==> src/rtl/mac_neuron_serial.sv <==
// Time-multiplexed neuron: one activation per cycle is multiplied by a stored weight and summed
// with a bias, then shifted, activated and clamped; the result is held on a valid/ready output.
module mac_neuron_serial #(
  parameter int N_IN     = 15,
  parameter int DATA_W   = 8,
  parameter int WGT_W    = 8,
  parameter int ACC_W    = 24,
  parameter int OUT_W    = 8,
  parameter int SHIFT    = 5,
  parameter int ACT_MODE = 0
) (
  input  logic                       clk,
  input  logic                       reset,
  input  logic                       cfg_we,
  input  logic [$clog2(N_IN+1)-1:0]  cfg_addr,
  input  logic [WGT_W-1:0]           cfg_data,
  output logic                       cfg_ready,
  input  logic                       x_valid,
  input  logic [DATA_W-1:0]          x_data,
  output logic                       x_ready,
  output logic                       out_valid,
  output logic [OUT_W-1:0]           out_data,
  input  logic                       out_ready,
  output logic                       busy
);
  // state | meaning
  // MAC   | accept samples, accumulate bias + w[idx]*x
  // ACT   | shift, activate and clamp accumulator into out_data
  // OUT   | hold result until out_ready
  localparam int IDX_W  = $clog2(N_IN);
  localparam int AW     = $clog2(N_IN+1);
  localparam int PROD_W = DATA_W + WGT_W;

  localparam logic [1:0] ST_MAC = 2'd0;
  localparam logic [1:0] ST_ACT = 2'd1;
  localparam logic [1:0] ST_OUT = 2'd2;

  localparam logic [IDX_W-1:0] IDX_LAST  = IDX_W'(N_IN-1);
  localparam logic [AW-1:0]    ADDR_BIAS = AW'(N_IN);

  logic [1:0]              state;
  logic [IDX_W-1:0]        idx;
  logic signed [ACC_W-1:0] acc;
  logic [WGT_W-1:0]        w_mem [N_IN];
  logic [WGT_W-1:0]        bias;

  logic [WGT_W-1:0]         w_sel;
  logic signed [PROD_W-1:0] w_ext, x_ext, prod;
  logic signed [ACC_W-1:0]  acc_base, acc_next, s;
  logic [OUT_W-1:0]         act_val;
  logic                     x_take, cfg_take;

  assign busy      = (state != ST_MAC) || (idx != '0);
  assign cfg_ready = ~busy;
  assign x_ready   = (state == ST_MAC);
  assign x_take    = x_ready & x_valid;
  // a write colliding with the first sample of a frame loses to the sample
  assign cfg_take  = cfg_we & cfg_ready & ~x_take;

  assign w_sel    = w_mem[idx];
  assign w_ext    = {{DATA_W{w_sel[WGT_W-1]}}, w_sel};
  assign x_ext    = {{WGT_W{x_data[DATA_W-1]}}, x_data};
  assign prod     = w_ext * x_ext;
  assign acc_base = (idx == '0) ? {{(ACC_W-WGT_W){bias[WGT_W-1]}}, bias} : acc;
  assign acc_next = acc_base + {{(ACC_W-PROD_W){prod[PROD_W-1]}}, prod};
  assign s        = acc >>> SHIFT;

  always_comb begin
    act_val = s[OUT_W-1:0];
    if (ACT_MODE == 0) begin
      if (s[ACC_W-1])
        act_val = '0;
      else if (|s[ACC_W-1:OUT_W])
        act_val = '1;
    end else begin
      // out of signed range whenever the bits above the output sign bit disagree
      if (!(&s[ACC_W-1:OUT_W-1]) && (|s[ACC_W-1:OUT_W-1]))
        act_val = s[ACC_W-1] ? {1'b1, {(OUT_W-1){1'b0}}} : {1'b0, {(OUT_W-1){1'b1}}};
    end
  end

  always_ff @(posedge clk or negedge reset) begin
    if (!reset) begin
      for (int i = 0; i < N_IN; i++) w_mem[i] <= '0;
      bias <= '0;
    end else if (cfg_take) begin
      if (cfg_addr == ADDR_BIAS)
        bias <= cfg_data;
      else if (cfg_addr < ADDR_BIAS)
        w_mem[cfg_addr[IDX_W-1:0]] <= cfg_data;
    end
  end

  always_ff @(posedge clk or negedge reset) begin
    if (!reset) begin
      state     <= ST_MAC;
      idx       <= '0;
      acc       <= '0;
      out_valid <= 1'b0;
      out_data  <= '0;
    end else begin
      case (state)
        ST_MAC: begin
          if (x_valid) begin
            acc <= acc_next;
            if (idx == IDX_LAST) begin
              idx   <= '0;
              state <= ST_ACT;
            end else begin
              idx <= idx + IDX_W'(1);
            end
          end
        end
        ST_ACT: begin
          out_data  <= act_val;
          out_valid <= 1'b1;
          state     <= ST_OUT;
        end
        ST_OUT: begin
          if (out_ready) begin
            out_valid <= 1'b0;
            state     <= ST_MAC;
          end
        end
        default: state <= ST_MAC;
      endcase
    end
  end
endmodule

==> config.mk <==
export PLATFORM = sky130hd
export DESIGN_NAME = mac_neuron_serial
export DESIGN_NICKNAME = d
export VERILOG_FILES = /design/src/rtl/mac_neuron_serial.sv
export SDC_FILE = /design/constraint.sdc
export NUM_CORES = 1
export LEC_CHECK = 0
export ABC_AREA = 1
export CORE_MARGIN = 3
export CORE_UTILIZATION = 44
export CTS_CLUSTER_DIAMETER = 60
export DETAILED_ROUTE_END_ITERATION = 8
export SETUP_SLACK_MARGIN = 0.5
export SYNTH_ARGS = -nofsm -noshare
export SYNTH_HDL_FRONTEND = slang
export SYNTH_SLANG_ARGS = --single-unit
export TNS_END_PERCENT = 1
==> constraint.sdc <==
create_clock -name clk -period 9.7 [get_ports clk]
set_input_delay 1.94 -clock clk [delete_from_list [all_inputs] [get_ports clk]]
set_output_delay 1.94 -clock clk [all_outputs]
set_load 0.02 [all_outputs]
* Word level (Yosys, flattened, before mapping)
Index checks and enable logic that the tools add are counted.
** Cells by class
- $mul :: 1
- Add/sub/neg operators :: 2
- Muxes and demuxes :: 16
- Order comparisons :: 4
- Equality and inequality tests :: 7
- Reduce and logical (&&, ||, !) cells :: 13
- Bitwise gates (word level) :: 8
** Operators with widths (number)
- $bwmux W120 :: 1
- $mux W8 :: 5
- $bmux W8 S4 :: 1
- $demux W8 S4 :: 1
- $add A24 B24 Y24 :: 1
- $mux W24 :: 1
- $mul A8 B8 Y16 :: 1
- $reduce_or A11 Y1 :: 1
- $ge A5 B5 Y1 const B :: 2
- $not A4 Y5 :: 2
- $eq A4 B4 Y1 const B :: 2
- $mux W2 :: 3
- $pmux W2 S3 :: 1
- $reduce_and A2 Y1 :: 3
- $reduce_and A3 Y1 :: 2
- $lt A5 B1 Y1 const B :: 1
- $add A4 B1 Y4 const B :: 1
- $logic_not A4 Y1 :: 1
- $lt A4 B4 Y1 const B :: 1
- $mux W4 :: 1
- $ne A2 B2 Y1 const B :: 2
- $reduce_bool A2 Y1 :: 2
- $reduce_bool A4 Y1 :: 1
- $and A1 B1 Y1 :: 3
- other kinds (9) :: 11
** Storage, ports and cells
- Register bits after elaboration :: 167
- Output and inout bits :: 12
- Word-level logic and storage cells :: 72

* Longest topological paths before layout
- Depth in word-level cells :: 6
- Depth in mapped cells :: 43

* Least setup slack after synthesis
OpenSTA, ideal clock, no wires.
- Path type :: input port to flip-flop
- Start :: input port x_data[0]
- End :: register acc[19]
- Slack :: 2.547 ns
- Buffers on the path :: 0
- Setup time :: 0.118 ns
- Stages on the path :: 33
- Data arrival time :: 7.035 ns
- Path through :: inv_1 > nor2_1 > inv_1 > fa_1 > fa_1 > inv_1 > fa_1 > inv_1 > fa_1 > inv_1 > ha_1 > nand3_1 > nand2_1 > a21oi_1 > o21bai_1 > a21oi_1 > o21bai_1 > nand2_1 > nand2_1 > a21oi_1 > xnor2_1 > ha_1 > a21oi_1 > inv_1 > a21oi_1 > o21ai_0 > a41oi_1 > nor2_1 > nand2_1 > nand2_1 > or2_1 > nand3_1 > nand2_1
** Between the ends
- Word-level cells in the longest chain between the ends :: 2
** RTL lines
- from (decl) :: line 19 : input logic [DATA_W-1:0] x_data,
- $mul A8 B8 Y16 :: line 63 : assign prod = w_ext * x_ext;
- $add A24 B24 Y24 :: line 65 : assign acc_next = acc_base + {{(ACC_W-PROD_W){prod[PROD_W-1]}}, prod};
- to (signal assigned) :: line 105 : acc <= acc_next;
- to (decl) :: line 43 : logic signed [ACC_W-1:0] acc;
No other way between the ends.
A chain may end at the register's enable or synchronous reset.

* Final worst setup path
- Start :: register idx[1]
- End :: register acc[19]
** Between the ends
- Word-level cells in the longest chain between the ends :: 6
- Elaborated cells between the ends (all ways) :: 8
- Those cells by class :: add/sub (1); mul (1); mux (4); bitwise (1); reduce/logical (1)
** RTL lines
- from (decl) :: line 42 : logic [IDX_W-1:0] idx;
- from (signal assigned) :: line 110 : idx <= idx + IDX_W'(1);
- $not A4 Y5 (implied by the code) :: line 60 : assign w_sel = w_mem[idx];
- $bmux W8 S4 :: line 60
- $mux W8 (implied by the code) (2 in a row) :: line 60
- $mul A8 B8 Y16 :: line 63
- $add A24 B24 Y24 (*) :: line 65
Mark *: on every way between the ends. The rest lies on a longest branch, timed or not. The select of a mux whose other input is x is not followed.

==> out/qor.txt <==
crit path from -> idx[1]$_DFFE_PN0P_
Seq/Total Area, Yosys -> 37.69%
H-tree level count -> 4
clk root buf -> clkbuf_16
Max-slew headroom -> 28.60%
final period utilization -> 82.56%
Seq cells post-synth -> 167
R2R depth -> 39
crit path max-delay cell type -> clkinv_1
first-pass GRT wire length -> 46090 um
Synth Area in Compound Gates -> 15.79%
DR DRC count -> 0
Core Footprint -> 24530 um^2
initial antenna violation count -> 0
most frequent cells in the layout -> nand2_1 (342), inv_1 (193), dfrtp_1 (167), o21ai_0 (135), nor2_1 (99)
final setup TNS -> 0 ps
CTS sink cnt -> 167
cts repair resizes -> 0
Worst Path Arrival -> 8340 ps
routed via count -> 8880
clk_skew -> 14.40 ps
hold path startpoint -> w_mem[9]$_DFFE_PN0P_
Tmin final -> 8008 ps
Final Setup Violations -> 0
Worst-Skew Late Latency -> 440 ps
share of layout cells above drive strength 1 -> 6.619%
FFs w/ async S/R, synth -> 100.0%
drt via density -> 5.181
capturing point of the worst reg2reg path -> acc[19]$_DFFE_PN0P_
xor/xnor cell area share of the yosys netlist -> 2.133%
max incr delay on CP -> 740 ps
die width -> 164.7 um
Cells after Synth -> 1363
slew at the pin closest to its max-slew limit -> 1071 ps
CTS tree -> built
Hold Path Depth -> 2
Final ANT Viol Nets -> 0
area growth from synthesis to layout -> 11.06%
HPWL Detailed -> 19810 um
Filler Cell Count -> 2440
CP dominant cell by count -> nand2_1
number of hold buffers added after CTS -> 0
diode count -> 0
Routed WL -> 28040 um
grt ovf -> 0
Hold Fails Final Rpt -> 0
largest net degree at the start of global routing -> 95
Req. time, crit path -> 10030 ps
router iterations before antenna repair -> 6
maxcap violations -> 0
syn avg cell area -> 8.134 um^2
Crit path max-delay family -> adder cells
worst r2r src -> idx[1]$_DFFE_PN0P_
vias in the first global route -> 8859
fmax -> 124.9 MHz
largest family of logic cells by synthesized area -> simple AND/OR/NAND/NOR gates
gr usage total -> 21.80%
RSZ-0062 raised after global routing -> no
Die Area -> 27140 um^2
I/O pin count -> 37
Yosys warnings -> 0
Power Dens Cells -> 375.9 nW/um^2
Post-CTS Setup Repair Bufs -> 0
gpl congestion -> 0.8875
Synth Area in Simple Gates -> 19.76%
num rows -> 57
Cell Area, Synth -> 11090 um^2
CTS buffer count -> 17
Hold WC Path Type -> register to register
Clock transition at path regs -> 80 ps
pre-CTS setup slack -> 1537 ps
syn_nets -> 1495
Post-synth EDFFs -> 0
initial drt markers -> 635
Most used DFF post-synth -> dfrtp_1
PortBufs -> 36
fin. max-slew vios -> 0
adder-cell area share of the yosys netlist -> 15.87%
FF-to-FF setup slack -> 1690 ps
CP endpoint kind -> register
Initial Utilization -> 45.19%
VDD IR max -> 0.3071 mV
crit path launch type -> register
Max FO, Critical Path -> 26
worst path bufs/invs -> 7
die span in y -> 164.7 um
Worst Hold Path EP -> w_mem[9]$_DFFE_PN0P_
mean routed wirelength per cell -> 16.36 um
Final #Nets -> 1509
status -> finished, final reports clean
post-synthesis cell type count -> 42
kind of critical path -> register to register
commonest non-fill, non-tap cell in the layout -> nand2_1
mux share of post-synthesis cell area -> 0%
Clock Tree Buf Depth -> 2
worst setup margin -> 1692 ps
Leak Pwr -> 6.302 nW
-- worst max-delay path by stage --
stage                                endpoint  cells after the start
after floorplan           acc[19]$_DFFE_PN0P_                     33
after global placement    acc[19]$_DFFE_PN0P_                     34
after detailed placement  acc[19]$_DFFE_PN0P_                     34
after CTS                 acc[19]$_DFFE_PN0P_                     39
after global routing      acc[19]$_DFFE_PN0P_                     39
final                     acc[19]$_DFFE_PN0P_                     39
-- logic make-up (layout without fill, tap and decap cells) --
family | Yosys count | in the layout
AND/OR/NAND/NOR | 526 | 526
AO/OA/AOI/OAI | 290 | 290
buffers and inverters | 246 | 273
flip-flops | 167 | 167
adder cells (fa/ha/maj) | 107 | 107
XOR/XNOR | 27 | 27
-- where the power goes --
group | total, mW | switching (mW) | internal, mW
logic | 2.94 | 1.85 | 1.09
clock network | 0.724 | 0.364 | 0.360
registers | 0.965 | 0.102 | 0.863
-- synth_stat cells (all sizes together), types with 12 or more instances --
master  number  area, um^2
dfrtp      167        4179
ha          51       638.1
nand2      353        1373
a22oi       53       397.9
clkbuf      33       123.9
o21ai      168       964.7
xor2        12       105.1
inv        195       734.5
nor2       103       417.9
xnor2       15       131.4
buf         13       93.84
fa          56        1121
nand3       43       215.2
a21oi       52       260.3
-- final cells by class --
class                      count  area [um^2]  share of cell area [%]
clock inverter                15        211.5                   1.717
clock buffer                  17        425.4                   3.455
sequential                   167         4179                   33.94
inverter                     200        753.2                   6.117
multi-input combinational    950         5939                   48.24
tap                          324        405.4                   3.292
timing repair buffer          41        399.1                   3.242
-- per-stage QoR --
step / utilization [%] / area (um^2) / power [mW] / hold WS (ps) / cells
2_1_floorplan: - / 11090 / 3.223 / 437.0 / 1363
3_3_place_gp: 47.59 / 11680 / 3.894 / 457.7 / 1682
3_5_place_dp: 47.59 / 11680 / 3.921 / 465.4 / 1682
4_1_cts: 50.19 / 12310 / 4.665 / 483.0 / 1714
5_1_grt: 50.19 / 12310 / 5.131 / 509.9 / 1714
6_report: 50.19 / 12310 / 4.629 / 482.9 / 1714
-- flip-flops by register name, indices dropped and copies added (netlist names) --
| signal | flops |
|---|---|
| bias | 8 |
| idx | 4 |
| acc | 24 |
| state | 2 |
| out_data | 8 |
| w_mem | 120 |
| out_valid | 1 |
-- metal layers --
metal / global-route usage, % / part of all wire, % / up-vias
met2: 36.04 / 47 / 187
li1: - / - / 4415
met1: 29.98 / 47 / 4241
met3: 2.859 / 3.6 / 37
met5: 0 / 0 / -
met4: 6.748 / 2.4 / 0
-- worst reg2reg max path, delay by kind of cell (launching register included) --
family,cells,cell delay [ps]
buffers and inverters,7,1290
DFF,1,450
AOI/OAI and AO/OA,10,1700
and+or+nand+nor,15,1600
xor gates and xnor gates,1,130
adders and majority gates,6,2730
(Power assumes the default switching activity.)
